==> src/rtl/softex_lane_scheduler.sv <==
// softex_lane_scheduler
//   Dispatches a single input stream across NUM_LANES datapath lanes with
//   round-robin arbitration over ready lanes. It records the issuing lane of each
//   beat in an order FIFO, and merges the lane results back in issue order.
//
// Ports
//   clk_i, rst_ni          clock, asynchronous active-low reset
//   clear_i                synchronous soft clear (shared with the lanes)
//   enable_i               gates new dispatches; draining is unaffected
//   in_valid_i/in_ready_o  input stream handshake, in_data_i / in_last_i
//   lane_valid_o           one-hot dispatch valid, lane_ready_i per-lane ready
//   lane_data_o            input beat broadcast to every lane
//   res_valid_i/res_ready_o per-lane result handshake, res_data_i packed by lane
//   out_valid_o/out_ready_i merged output handshake, out_data_o
//   busy_o, done_o, outstanding_o  status toward the controller
module softex_lane_scheduler #(
    parameter int unsigned NUM_LANES   = 4,
    parameter int unsigned DATA_WIDTH  = 128,
    parameter int unsigned ORDER_DEPTH = 8
) (
    input  logic                            clk_i,
    input  logic                            rst_ni,
    input  logic                            clear_i,
    input  logic                            enable_i,
    input  logic                            in_valid_i,
    output logic                            in_ready_o,
    input  logic [DATA_WIDTH-1:0]           in_data_i,
    input  logic                            in_last_i,
    output logic [NUM_LANES-1:0]            lane_valid_o,
    input  logic [NUM_LANES-1:0]            lane_ready_i,
    output logic [DATA_WIDTH-1:0]           lane_data_o,
    input  logic [NUM_LANES-1:0]            res_valid_i,
    output logic [NUM_LANES-1:0]            res_ready_o,
    input  logic [NUM_LANES*DATA_WIDTH-1:0] res_data_i,
    output logic                            out_valid_o,
    input  logic                            out_ready_i,
    output logic [DATA_WIDTH-1:0]           out_data_o,
    output logic                            busy_o,
    output logic                            done_o,
    output logic [$clog2(ORDER_DEPTH):0]    outstanding_o
);

    localparam int unsigned LW = $clog2(NUM_LANES);
    localparam int unsigned PW = $clog2(ORDER_DEPTH);
    localparam int unsigned CW = PW + 1;

    logic [LW-1:0] rr_ptr;
    logic [LW-1:0] order_lane [ORDER_DEPTH];
    logic          order_last [ORDER_DEPTH];
    logic [PW-1:0] wr_ptr;
    logic [PW-1:0] rd_ptr;
    logic [CW-1:0] count;
    logic          done_q;

    logic [LW-1:0] cand;
    logic [LW-1:0] idx;
    logic          cand_found;
    logic          full;
    logic          non_empty;
    logic [LW-1:0] head;
    logic          push;
    logic          pop;

    // Cyclic search starting at rr_ptr; index arithmetic wraps in LW bits
    // because NUM_LANES is a power of two.
    always_comb begin
        cand_found = 1'b0;
        cand       = rr_ptr;
        idx        = '0;
        for (int unsigned i = 0; i < NUM_LANES; i++) begin
            idx = rr_ptr + LW'(i);
            if (!cand_found && lane_ready_i[idx]) begin
                cand_found = 1'b1;
                cand       = idx;
            end
        end
    end

    assign full      = (count == CW'(ORDER_DEPTH));
    assign non_empty = (count != '0);
    assign head      = order_lane[rd_ptr];

    assign in_ready_o   = enable_i & ~clear_i & ~full & (|lane_ready_i);
    assign lane_valid_o = (in_valid_i & enable_i & ~full & ~clear_i & cand_found)
                          ? (NUM_LANES'(1) << cand) : '0;
    assign lane_data_o  = in_data_i;
    assign push         = in_valid_i & in_ready_o;

    // Only the head lane's result is visible or acknowledged, which keeps
    // the output in issue order while later lanes hold their results.
    always_comb begin
        out_data_o = '0;
        for (int unsigned i = 0; i < NUM_LANES; i++) begin
            if (head == LW'(i)) begin
                out_data_o = res_data_i[i*DATA_WIDTH +: DATA_WIDTH];
            end
        end
    end

    assign out_valid_o = non_empty & res_valid_i[head];
    assign res_ready_o = (non_empty & out_ready_i) ? (NUM_LANES'(1) << head) : '0;
    assign pop         = out_valid_o & out_ready_i;

    always_ff @(posedge clk_i or negedge rst_ni) begin
        if (!rst_ni) begin
            rr_ptr <= '0;
            wr_ptr <= '0;
            rd_ptr <= '0;
            count  <= '0;
            done_q <= 1'b0;
            for (int unsigned i = 0; i < ORDER_DEPTH; i++) begin
                order_lane[i] <= '0;
                order_last[i] <= 1'b0;
            end
        end else if (clear_i) begin
            rr_ptr <= '0;
            wr_ptr <= '0;
            rd_ptr <= '0;
            count  <= '0;
            done_q <= 1'b0;
        end else begin
            done_q <= pop & order_last[rd_ptr];
            if (push) begin
                order_lane[wr_ptr] <= cand;
                order_last[wr_ptr] <= in_last_i;
                wr_ptr             <= wr_ptr + 1'b1;
                rr_ptr             <= cand + 1'b1;
            end
            if (pop) begin
                rd_ptr <= rd_ptr + 1'b1;
            end
            case ({push, pop})
                2'b10:   count <= count + 1'b1;
                2'b01:   count <= count - 1'b1;
                default: count <= count;
            endcase
        end
    end

    assign busy_o        = non_empty;
    assign done_o        = done_q;
    assign outstanding_o = count;

endmodule

==> config.mk <==
export PLATFORM = sky130hd
export DESIGN_NAME = softex_lane_scheduler
export DESIGN_NICKNAME = d
export VERILOG_FILES = /design/src/rtl/softex_lane_scheduler.sv
export SDC_FILE = /design/constraint.sdc
export NUM_CORES = 1
export LEC_CHECK = 0
export CAP_MARGIN = 20
export CORE_AREA = 2 2 364 366
export DETAILED_ROUTE_END_ITERATION = 8
export DIE_AREA = 0 0 366 368
export SYNTH_ARGS = -nofsm -noshare
export SYNTH_HDL_FRONTEND = slang
export SYNTH_SLANG_ARGS = --single-unit
==> constraint.sdc <==
create_clock -name clk_i -period 7.6 [get_ports clk_i]
set_input_delay 1.14 -clock clk_i [delete_from_list [all_inputs] [get_ports clk_i]]
set_output_delay 1.14 -clock clk_i [all_outputs]
set_load 0.05 [all_outputs]
==> impl_metrics.toml <==
[sta]
report.final.slew_viol_count = 0
tightest_slew_ns = 1.12
finalSetupTns_ns = 0
fin_crit_ns = 5.78
rsz0062_at_grt = "no"
max_slew_margin_pct = 24.8
hold_viol = 0
fmax_mhz = 173
fin_crit_sh_pct = 76.1
hold_ws_ns = 0.484
final-setup-viol-count = 0
finalClockSkew_ns = 0.00409

[clocking]
cts-root-buf = "clkbuf_16"
insertion_delay_ns = 0.28
post_cts_buffers = 0
ctsHoldBuffers = 0
cts_tree = "done"
cts.path.max_buffers = 2
clk_pin_slew_ns = 0.05
cts_sinks = 37
cts-htree-levels = 2
cts_made_buffers = 5
cts.repair.resized = 0

[logic_synthesis]
syn_area_sq_um = 6940
synth_flop_cell = "dfrtp_1"
yosysTopAreaCell = "nand2_1"
synth_edf_count = 0
synth_seq_cells = 37
synthCells = 1044
synth_most_common_cell = "nand2_1"
yosys_warnings = 0
synth_top_area_share_pct = 14.8
yosysSeqAreaShare_pct = 13.3
netlist-cell-type-count = 40
synthArstFlopShare_pct = 100
synth_commonest_cells = "nand2_1, and2_1, a211oi_1, a31oi_1, buf_4"
synthTopCellsByArea = "nand2_1, a211oi_1, buf_4, dfrtp_1, and2_1"
syn-num-nets = 1708
syn_avg_cell_area_sq_um = 6.64

[route]
totalWireLength_um = 80500
wire_per_inst_um = 24.5
vias_per_cell = 3.09
drt_iter0_markers = 568
drtAntennaViolNets = 0
vias = 10200
first_pass_iters = 5
drcViolationCount = 0

[run_status]
status = "finished clean"

[place]
placed_area_sq_um = 14700
hpwl_um = 71700
globalplace.congestion = 0.904
io_buffers = 670

[pwr]
pwr-share-comb_pct = 91.2
clock_power_share_pct = 4.4
intPower_uw = 1910
p_seq_share_pct = 4.5
power.leakage_uw = 0.00498
net-switching-power_uw = 3580
power.density_nw_per_um2 = 368
swShare_pct = 65.2
peakVddDrop_uv = 222

[global_route]
antenna_found_initial = 104
grt_pass1_wl_um = 100000
grt.total_usage_pct = 11.3
grt_max_degree = 95
grt_overflow = 0
grt_pass1_vias = 9847

[floorplanning]
initial_utilization_pct = 5.30
dieHeight_um = 368
dieArea_sq_um = 135000
die_w_um = 366
io_pins = 927
rows = 133
core_area_sq_um = 131000

[critical_path]
cp.arrival_ns = 4.64
start_kind = "flip-flop"
crit_type = "flip-flop to output pin"
worst-path-max-fanout = 94
crit_required_ns = 6.46
end_kind = "output pin"

[final_layout]
num-nets-final = 2179
layout-drive-gt1-share_pct = 3.30
design_area_sq_um = 14900
area_delta_synth_final_pct = 115

[worst_hold_path]
hold_class = "flip-flop to flip-flop"

[job]
cap_violations = 0
cell type report:
class                   instances  area, sq um
diodes                         19         47.5
clock buffers                   6          139
clock inverters                 2         37.5
fillers                     15300       116000
inverters                       6         22.5
multi-input cells             781         4660
flip-flops and latches         37          926
well taps                    1755         2200
repair buffers                684         6870
logic make-up (layout without fill, tap and decap cells):
kind of cell | count (synthesis) | count (layout) | synth area share (%)
AO/OA/AOI/OAI | 286 | 286 | 28.3
other | 0 | 19 | 0
AND/OR/NAND/NOR | 448 | 448 | 30.0
adder cells (fa/ha/maj) | 9 | 9 | 1.73
buffers and inverters | 226 | 698 | 19.7
flip-flops | 37 | 37 | 13.3
XOR/XNOR | 4 | 4 | 0.505
multiplexers | 34 | 34 | 6.44
registers in the layout (all words and copies together), names as in the netlist:
signal and cells:
outstanding_o 4, rr_ptr 2, order_last 8, wr_ptr 3
order_lane 16, done_o 1, rd_ptr 3
stage by stage:
step                power [uW]  util, %  setup slack (ns)  cells
floorplan                 3400        -              3.66   1044
global placement          5320     11.2              1.97   3261
detailed placement        5320     11.2              1.96   3262
CTS                       5580     11.4              1.66   3270
global route              5750     11.4              1.72   3278
finish                    5490     11.4              1.82   3290
power by group through the flow:
stage	Sequential [uW]	Combinational (uW)	Clock, uW
CTS	245	5090	246
floorplan	252	3140	0
global placement	247	5070	0
finish	244	5000	240
global route	248	5250	253
detailed placement	248	5080	0
layout by cell type (no fill, tap or decap), types with 2 or more instances in the layout:
master	netlist	final
nand3_1	5	5
clkdlybuf4s50_1	0	670
nor2_1	11	11
buf_12	0	5
o21ai_0	17	17
nand4b_1	2	2
nor3_1	7	7
mux2i_1	8	8
nand2b_1	5	5
and3_1	4	4
and2_1	131	131
nand2_1	274	274
nor2b_1	3	3
dfrtp_1	37	37
a211oi_1	128	128
mux2_2	18	17
buf_4	128	8
a31oi_1	128	128
clkbuf_16	0	5
inv_1	5	5
diode_2	0	19
mux4_2	4	3
ha_1	8	8
xor2_1	4	4
nor3b_1	3	3
a21oi_1	7	7
metal layers:
| layer | global-route usage (%) | up-vias | part of all wire [%] |
|---|---|---|---|
| met3 | 6.15 | 187 | 13 |
| li1 | - | 4511 | - |
| met5 | 0 | - | 0.41 |
| met4 | 3.05 | 48 | 2.8 |
| met1 | 13.5 | 4641 | 40 |
| met2 | 17.6 | 763 | 44 |
final timing paths:
check / startpoint / endpoint / slack (ns) / depth (start not counted)
max: rd_ptr[0] / out_data_o[117] / 1.82 / 6
max in group asynchronous: rst_ni / wr_ptr[0] / 5.99 / 2
max reg2reg: rd_ptr[0] / outstanding_o[3] / 3.29 / 11
min: order_lane[8] / order_lane[8] / 0.48 / 2
min reg2reg: order_lane[8] / order_lane[8] / 0.48 / 2
min in group asynchronous: rst_ni / wr_ptr[1] / 1.28 / 2
worst max-delay path, cell delays in order (launching register included):
cell             delay, ns
dfrtp_1               0.66
mux4_2                0.62
mux2_8                0.52
buf_4                 0.43
a211oi_1              1.00
a31oi_1               0.25
clkdlybuf4s50_1       0.79
Power figures use the tool's default switching activity.
